===== config.mk =====
export PLATFORM = sky130hd
export DESIGN_NAME = led_serial_rx_flat
export DESIGN_NICKNAME = d
export VERILOG_FILES = /design/src/rtl/led_matrix_pkg.sv /design/src/rtl/led_serial_rx_if.sv /design/src/rtl/led_sync_edge.sv /design/src/rtl/led_serial_rx.sv /design/src/flat_wrapper.sv
export SDC_FILE = /design/constraint.sdc
export NUM_CORES = 1
export LEC_CHECK = 0
export ABC_AREA = 1
export CAP_MARGIN = 25
export CORE_ASPECT_RATIO = 0.9
export CORE_MARGIN = 10
export CORE_UTILIZATION = 48
export DETAILED_ROUTE_END_ITERATION = 10
export PLACE_DENSITY = 0.74
export SLEW_MARGIN = 40
export SYNTH_ARGS = -nofsm -noshare
export SYNTH_HDL_FRONTEND = slang
export SYNTH_SLANG_ARGS = --single-unit

===== constraint.sdc =====
create_clock -name clk -period 1.7 [get_ports clk]
set_clock_uncertainty 0.15 [all_clocks]
set_input_delay 0.34 -clock clk [delete_from_list [all_inputs] [get_ports clk]]
set_output_delay 0.34 -clock clk [all_outputs]
set_load 0.05 [all_outputs]

===== src/rtl/led_matrix_pkg.sv =====
// Shared types and sizes for the LED matrix serial front-end and row writer.
package led_matrix_pkg;

  localparam int unsigned COLS   = 8;
  localparam int unsigned ADDR_W = 3;
  localparam int unsigned WORD_W = ADDR_W + COLS;

  typedef struct packed {
    logic [ADDR_W-1:0] addr;
    logic [COLS-1:0]   data;
  } row_word_t;

  typedef enum logic {
    OS_EMPTY,
    OS_FULL
  } out_state_t;

endpackage


===== src/rtl/led_serial_rx_if.sv =====
// Valid/ready row-write channel from the serial receiver to the frame buffer.
interface led_serial_rx_if;
  import led_matrix_pkg::*;

  logic              wr_valid;
  logic              wr_ready;
  logic [ADDR_W-1:0] wr_addr;
  logic [COLS-1:0]   wr_data;

  modport master (output wr_valid, output wr_addr, output wr_data, input wr_ready);
  modport slave  (input wr_valid, input wr_addr, input wr_data, output wr_ready);

endinterface


===== src/rtl/led_sync_edge.sv =====
// Multi-flop synchroniser for an asynchronous pin with a registered rising-edge pulse.
module led_sync_edge #(
  parameter int unsigned SYNC_STAGES = 2
) (
  input  logic clk,
  input  logic rst,
  input  logic pin,
  output logic level,
  output logic rise
);

  logic [SYNC_STAGES-1:0] chain_q;
  logic                   prev_q;
  logic                   rise_q;

  // Shift the pin through the chain; the edge pulse is one register past the synchronised level.
  always_ff @(posedge clk) begin
    if (rst) begin
      chain_q <= '0;
      prev_q  <= 1'b0;
      rise_q  <= 1'b0;
    end else begin
      chain_q <= {chain_q[SYNC_STAGES-2:0], pin};
      prev_q  <= chain_q[SYNC_STAGES-1];
      rise_q  <= chain_q[SYNC_STAGES-1] & ~prev_q;
    end
  end

  assign level = chain_q[SYNC_STAGES-1];
  assign rise  = rise_q;

endmodule


===== src/rtl/led_serial_rx.sv =====
// Serial row-word receiver: shifts din on dclk, commits {addr, data} on strobe
// as a single valid/ready write, with sticky framing and overflow flags.
module led_serial_rx
  import led_matrix_pkg::*;
#(
  parameter int unsigned SYNC_STAGES = 2
) (
  input  logic                   clk,
  input  logic                   rst,
  input  logic                   ena,
  input  logic                   din,
  input  logic                   dclk,
  input  logic                   strobe,
  input  logic                   err_clr,
  led_serial_rx_if.master        wr,
  output logic                   frame_err,
  output logic                   overflow
);

  localparam int unsigned       CNT_W    = $clog2(WORD_W + 2);
  localparam logic [CNT_W-1:0]  CNT_WORD = CNT_W'(WORD_W);
  localparam logic [CNT_W-1:0]  CNT_SAT  = CNT_W'(WORD_W + 1);

  logic din_lvl;
  logic din_rise_unused;
  logic dclk_lvl_unused;
  logic dclk_rise;
  logic strobe_lvl_unused;
  logic strobe_rise;

  led_sync_edge #(.SYNC_STAGES(SYNC_STAGES)) u_sync_din (
    .clk   (clk),
    .rst   (rst),
    .pin   (din),
    .level (din_lvl),
    .rise  (din_rise_unused)
  );

  led_sync_edge #(.SYNC_STAGES(SYNC_STAGES)) u_sync_dclk (
    .clk   (clk),
    .rst   (rst),
    .pin   (dclk),
    .level (dclk_lvl_unused),
    .rise  (dclk_rise)
  );

  led_sync_edge #(.SYNC_STAGES(SYNC_STAGES)) u_sync_strobe (
    .clk   (clk),
    .rst   (rst),
    .pin   (strobe),
    .level (strobe_lvl_unused),
    .rise  (strobe_rise)
  );

  out_state_t        state_q,     state_n;
  logic [WORD_W-1:0] sreg_q,      sreg_n;
  logic [CNT_W-1:0]  cnt_q,       cnt_n;
  row_word_t         word_q,      word_n;
  logic              valid_q;
  logic              frame_err_q, frame_err_n;
  logic              overflow_q,  overflow_n;
  logic              word_ok_c;
  logic              accept_c;

  always_ff @(posedge clk) begin
    if (rst) begin
      state_q     <= OS_EMPTY;
      sreg_q      <= '0;
      cnt_q       <= '0;
      word_q      <= '0;
      valid_q     <= 1'b0;
      frame_err_q <= 1'b0;
      overflow_q  <= 1'b0;
    end else begin
      state_q     <= state_n;
      sreg_q      <= sreg_n;
      cnt_q       <= cnt_n;
      word_q      <= word_n;
      valid_q     <= (state_n == OS_FULL);
      frame_err_q <= frame_err_n;
      overflow_q  <= overflow_n;
    end
  end

  // Shift first, then judge a coincident strobe against the updated count and word.
  always_comb begin
    state_n     = state_q;
    sreg_n      = sreg_q;
    cnt_n       = cnt_q;
    word_n      = word_q;
    frame_err_n = frame_err_q & ~err_clr;
    overflow_n  = overflow_q & ~err_clr;
    word_ok_c   = 1'b0;
    accept_c    = (state_q == OS_FULL) && wr.wr_ready;

    if (ena && dclk_rise) begin
      sreg_n = {sreg_q[WORD_W-2:0], din_lvl};
      if (cnt_q != CNT_SAT) cnt_n = cnt_q + CNT_W'(1);
    end

    if (ena && strobe_rise) begin
      word_ok_c = (cnt_n == CNT_WORD);
      if (!word_ok_c) frame_err_n = 1'b1;
      cnt_n = '0;
    end

    // Output slot: a held word stays put until accepted; new words reload only into a free slot.
    case (state_q)
      OS_EMPTY: begin
        if (word_ok_c) begin
          state_n = OS_FULL;
          word_n  = row_word_t'(sreg_n);
        end
      end
      OS_FULL: begin
        if (accept_c) begin
          if (word_ok_c) word_n  = row_word_t'(sreg_n);
          else           state_n = OS_EMPTY;
        end else if (word_ok_c) begin
          overflow_n = 1'b1;
        end
      end
      default: state_n = OS_EMPTY;
    endcase
  end

  assign wr.wr_valid = valid_q;
  assign wr.wr_addr  = word_q.addr;
  assign wr.wr_data  = word_q.data;
  assign frame_err   = frame_err_q;
  assign overflow    = overflow_q;

endmodule


===== src/flat_wrapper.sv =====
// flat-port wrapper written by rule: the top's interface ports become plain ports
module led_serial_rx_flat import led_matrix_pkg::*;
#(
  parameter int unsigned SYNC_STAGES = 2
)
  (clk, rst, ena, din, dclk, strobe, err_clr, frame_err, overflow, wr_wr_valid, wr_wr_addr, wr_wr_data, wr_wr_ready);
  led_serial_rx_if wr_i ();
  input  logic clk;
  input  logic rst;
  input  logic ena;
  input  logic din;
  input  logic dclk;
  input  logic strobe;
  input  logic err_clr;
  output logic frame_err;
  output logic overflow;
  output wire logic [$bits(wr_i.wr_valid)-1:0] wr_wr_valid;
  output wire logic [$bits(wr_i.wr_addr)-1:0] wr_wr_addr;
  output wire logic [$bits(wr_i.wr_data)-1:0] wr_wr_data;
  input wire logic [$bits(wr_i.wr_ready)-1:0] wr_wr_ready;
  assign wr_wr_valid = wr_i.wr_valid;
  assign wr_wr_addr = wr_i.wr_addr;
  assign wr_wr_data = wr_i.wr_data;
  assign wr_i.wr_ready = wr_wr_ready;
  led_serial_rx #(.SYNC_STAGES(SYNC_STAGES)) u_core (.clk(clk), .rst(rst), .ena(ena), .din(din), .dclk(dclk), .strobe(strobe), .err_clr(err_clr), .wr(wr_i), .frame_err(frame_err), .overflow(overflow));
endmodule

Yosys cells after proc, flatten, opt, wreduce, memory -nomap -nowiden
Cells that the tools add are included.
{ "word_totals": {"register_bits": 39, "out_inout_bits": 14, "wordCells": 45} }
{ "classes": {"add_sub_neg": 1, "eq_ne": 3, "muxes": 15, "n_bitwise": 8, "reduce_logical": 4} }
{ "ops": {"columns": ["op", "n"], "rows": [
  ["$mux W11", 3],
  ["$pmux W11 S2", 1],
  ["$mux W1", 8],
  ["$mux W4", 2],
  ["$add A4 B1 Y4 const B", 1],
  ["$and A1 B1 Y1", 4],
  ["$eq A4 B4 Y1 const B", 1],
  ["$ne A4 B4 Y1 const B", 1],
  ["$not A1 Y1", 4],
  ["$logic_and A1 B1 Y1", 3],
  ["$ne A2 B2 Y1 const B", 1],
  ["$pmux W1 S2", 1],
  ["$reduce_or A2 Y1", 1]
]} }

Depth between registers and ports, before layout
{ "depth": {"ltp_word": 8, "mapped_depth": 13} }

Hierarchy
A second synthesis with hierarchy kept.
{ "hier_totals": {"hier_cells": 230, "hier_area_um2": 1732.9} }
{ "by_module_without_submodules": {"columns": ["module", "instances", "cells_each", "area_each_um2", "seq_area_each_um2"], "rows": [
  ["led_serial_rx", 1, 194, 1387.6, 580.6],
  ["led_sync_edge", 3, 12, 115.1, 80.1]
]} }

Worst setup path after synthesis
OpenSTA, ideal clock, no wires.
{ "synth_timing": {"kind": "register to register", "start": "register u_core.cnt_q[0]", "end": "register u_core.word_q, in the netlist u_core.wr.wr_addr[2]", "setup_ns": 0.110, "t_arrival_ns": 1.470, "required_ns": 1.440, "slack_ns": -0.030, "stages_incl_launch_ff": 12, "cell_sequence": "dfxtp_1 > inv_1 > ha_1 > nand3_1 > nor2_1 > nor2_1 > nand2_1 > nor2_4 > buf_4 > nand4_1 > nand2_1 > nor2_1"} }
{ "synth_between": {"elab_chain_len": 8, "word_cells_on_any_way": 9} }
{ "synth_rtl": {"columns": ["item", "line", "text"], "rows": [
  ["start: declaration", "led_serial_rx.sv:57", "logic [CNT_W-1:0] cnt_q, cnt_n;"],
  ["start signal: assignment", "led_serial_rx.sv:77", "cnt_q <= cnt_n;"],
  ["$add A4 B1 Y4 / $ne A4 B4 Y1 (equally long branches)", "led_serial_rx.sv:98", "if (cnt_q != CNT_SAT) cnt_n = cnt_q + CNT_W'(1);"],
  ["$mux W4", "led_serial_rx.sv:98", null],
  ["$mux W4 *", "led_serial_rx.sv:96", "if (ena && dclk_rise) begin"],
  ["$eq A4 B4 Y1 *", "led_serial_rx.sv:102", "word_ok_c = (cnt_n == CNT_WORD);"],
  ["$mux W1 *", "led_serial_rx.sv:101", "if (ena && strobe_rise) begin"],
  ["$mux W11 *", null, null],
  ["$mux W11", null, null],
  ["$pmux W11 S2 *", null, null],
  ["end signal: assignment", "led_serial_rx.sv:78", "word_q <= word_n;"],
  ["end: declaration", "led_serial_rx.sv:58", "row_word_t word_q, word_n;"]
]} }
Mark *: on every way between the ends. The rest lies on a longest branch, timed or not. The select of a mux whose other input is x is not followed.
A chain may end at the register's enable or synchronous reset.

Worst setup path after layout
{ "layout_timing": {"start": "register u_core.cnt_q[2]", "end": "register u_core.word_q, in the netlist u_core.wr.wr_addr[2]"} }
Same word-level chain as after synthesis.

==> impl_metrics.csv <==
group,metric,value,unit
sta,holdWs,236,ps
placed_design,hpwl,2560,um
cells_and_area,final_nets,286,
yosys,syn_avg_cell_area,7.16,um2
yosys,synth_top_area_cell,"dfxtp_1",
sta,max_freq,541,MHz
clocking,numCtsBuffers,5,
yosys,synth_area_leaders,"dfxtp_1, inv_1, nand2_1, nor2_1, nand4_1",
power,p_leak,0.00106,uW
yosys,ys_seq_area_share,48.4,%
floorplanning,rows,19,
clocking,insertion_delay,300,ps
min_path,hold_start,"u_core.u_sync_strobe.prev_q",
global_routing,antenna_found_initial,0,
route,drt_first_pass_iters,4,
route,vias,1554,
floorplanning,core_area,3140,um2
global_routing,grt_use_total,13.7,%
yosys,synth_nets,235,
job,maxCapViolations,0,
route,finalWirelength,3960,um
clocking,cts.sinks,39,
worst_setup_path,crit_fanout,6,
floorplanning,die-area,6080,um2
worst_setup_path,end_kind,"register",
run_status,status,"finished, violations left",
power,power_density,681,nW/um2
floorplanning,io_pins,22,
clocking,htree_num_levels,2,
yosys,synth_seq_cells,39,
sta,min_period,1850,ps
cells_and_area,final_cell_count_no_fill,318,
run_status,violations,"setup timing",
worst_setup_path,critPathRequiredTime,1760,ps
cells_and_area,synthToLayoutAreaGrowth,49.2,%
cells_and_area,fillers,224,
route,wl_per_cell,12.4,um
route,ant_nets,0,
floorplanning,chipWidth,81.1,um
route,drtIter0Drc,104,
sta,fin_crit_sh,109,%
clocking,clock_path_buffers,2,
worst_setup_path,start_kind,"register",
placed_design,dp_slack,-519,ps
sta,hold_viol_final,0,
floorplanning,initial_core_util,51.4,%
worst_setup_path,critPathLaunch,"u_core.cnt_q[2]",
worst_setup_path,worstPathArrival,1900,ps
yosys,syn_inst,225,
power,power,1640,uW
floorplanning,die_y,75.0,um
min_path,min_path_type,"register to register",
cells_and_area,drive_gt1_share,31.5,%
placed_design,place_area,2170,um2
clocking,clk_pin_slew_worst_paths,80,ps
sta,drv_slew,0,
clocking,cts_tree,"yes",
yosys,synth_area,1610,um2
global_routing,grt_max_degree,14,
cells_and_area,finalInstanceArea,2400,um2
global_routing,overflow,0,
sta,finalSetupViolCount,13,
global_routing,grt_pass1_wl,6470,um
sta,worst_pin_slew,336,ps
route,vias_per_cell,4.89,
clocking,root_buffer,"clkbuf_8",
worst_setup_path,crit_type,"register to register",
global_routing,grt_pass1_vias,1458,
sta,setup_slack,-150,ps
placed_design,port_buffers,21,
yosys,synthDistinctLibCells,23,
yosys,synth_top_area_share,48.4,%
yosys,ys_warn_count,0,
power,ir_worst_vdd,0.646,mV
placed_design,dp.cells,305,
route,route.detailed.drc,0,
cells_and_area,diodes,0,
sta,maxSlewHeadroom,77.4,%
placed_design,gp_congestion,0.844,
sta,rsz0062_at_grt,"true",
worst_setup_path,worstReg2RegStart,"u_core.cnt_q[2]",
[registers in the layout, summed over array words and instances (netlist names)]
| name | flops |
|---|---|
| u_core.sreg_q | 11 |
| u_core.u_sync_strobe.rise | 1 |
| u_core.u_sync_dclk.prev_q | 1 |
| u_core.u_sync_dclk.chain_q | 2 |
| u_core.u_sync_strobe.chain_q | 2 |
| u_core.wr.wr_addr | 3 |
| u_core.u_sync_strobe.prev_q | 1 |
| u_core.wr.wr_data | 8 |
| u_core.overflow | 1 |
| u_core.u_sync_din.chain_q | 2 |
| u_core.u_sync_dclk.rise | 1 |
| u_core.frame_err | 1 |
| u_core.cnt_q | 4 |
| u_core.wr.wr_valid | 1 |
[per-layer routing]
layer  global-route usage, %  vias to the layer above  routed length [um]
met3                    4.05                       19                 255
met4                    10.4                        0                 148
met1                    14.4                      706                1630
li1                        -                      779                   -
met2                    23.1                       50                1930
met5                       0                        -                   0
[final cells by class]
class | count | area [um2] | share of cell area (%)
sequential | 39 | 788 | 32.8
multi-input combinational | 128 | 701 | 29.1
clock inverter | 2 | 13.8 | 0.572
tap | 42 | 52.6 | 2.19
clock buffer | 5 | 68.8 | 2.86
inverter | 49 | 188 | 7.80
timing repair buffer | 53 | 593 | 24.7
[path summary, 6_finish.rpt]
check / slack [ps] / depth (start not counted) / endpoint
worst min register to register: 240 / 1 / u_core.u_sync_strobe.rise
worst max register to register: -150 / 10 / u_core.wr.wr_addr[2]
worst max-delay path: -150 / 10 / u_core.wr.wr_addr[2]
worst min-delay path: 240 / 1 / u_core.u_sync_strobe.rise
[metrics by stage]
step	setup TNS, ps	util, %
2_1_floorplan	0	-
3_3_place_gp	-7580	69.3
3_5_place_dp	-8810	69.3
4_1_cts	-204	73.8
5_1_grt	-2410	76.6
6_report	-1360	76.6
[what timing repair did]
action                     4_1_cts  5_1_grt
buffers inserted                 1        3
pin swaps                        6       12
setup endpoints to repair       13       14
hold buffers                     0        0
gates resized for setup         15       18
cloned                           1        1
[Yosys cell counts]
| master | n |
|---|---|
| a21oi_1 | 4 |
| buf_1 | 2 |
| buf_4 | 1 |
| buf_6 | 1 |
| clkbuf_1 | 6 |
| clkinv_2 | 1 |
| dfxtp_1 | 39 |
| ha_1 | 2 |
| inv_1 | 46 |
| inv_2 | 2 |
| mux2i_1 | 1 |
| nand2_1 | 44 |
| nand2_2 | 2 |
| nand2_4 | 1 |
| nand3_1 | 5 |
| nand3_2 | 2 |
| nand4_1 | 12 |
| nor2_1 | 37 |
| nor2_4 | 1 |
| nor3_1 | 2 |
| o21ai_0 | 12 |
| o21ai_1 | 1 |
| o21bai_1 | 1 |
[report_power, final]
part | leakage [uW] | internal [uW] | switching (uW)
Clock | 0.0000440 | 280 | 328
Sequential | 0.000318 | 925 | 5.64
Combinational | 0.000701 | 47.5 | 51.1
Total | 0.00106 | 1250 | 385
[cell families after synthesis]
group	Yosys count	synth area share (%)
simple gates	106	29.1
buf+inv	59	14.5
flops	39	48.4
compound gates	18	5.75
fa+ha+maj	2	1.55
mux	1	0.621
[layout by cell type (no fill, tap or decap)]
cell	synthesis	layout
nor2_4	1	2
mux2i_1	1	1
nand2_4	1	1
nand4_1	12	12
a21oi_1	4	3
a21oi_2	0	1
dfxtp_4	0	2
clkbuf_8	0	5
inv_1	46	42
buf_6	1	1
nor2_1	37	34
o21ai_0	12	11
nand3_2	2	3
nand2_1	44	36
inv_2	2	5
nand3_1	5	3
buf_4	1	31
o21ai_2	0	2
buf_12	0	14
clkdlybuf4s50_1	0	6
nor2_2	0	2
clkinv_2	1	2
inv_4	0	1
ha_4	0	2
nand2_2	2	10
nor3_1	2	2
nand3_4	0	2
clkinv_4	0	1
dlygate4sd2_1	0	1
dfxtp_1	39	37
o21bai_1	1	1
[critical path: stages (launching register included)]
cell and delay (ps):
dfxtp_1 480, nand2_1 100, nor2_2 100, nand3_1 80
nand2_1 100, nand2_2 90, nor2_4 240, buf_6 160
nand4_1 100, nand2_1 100, nor2_1 50
No activity file was read; power rests on OpenSTA's default activity.
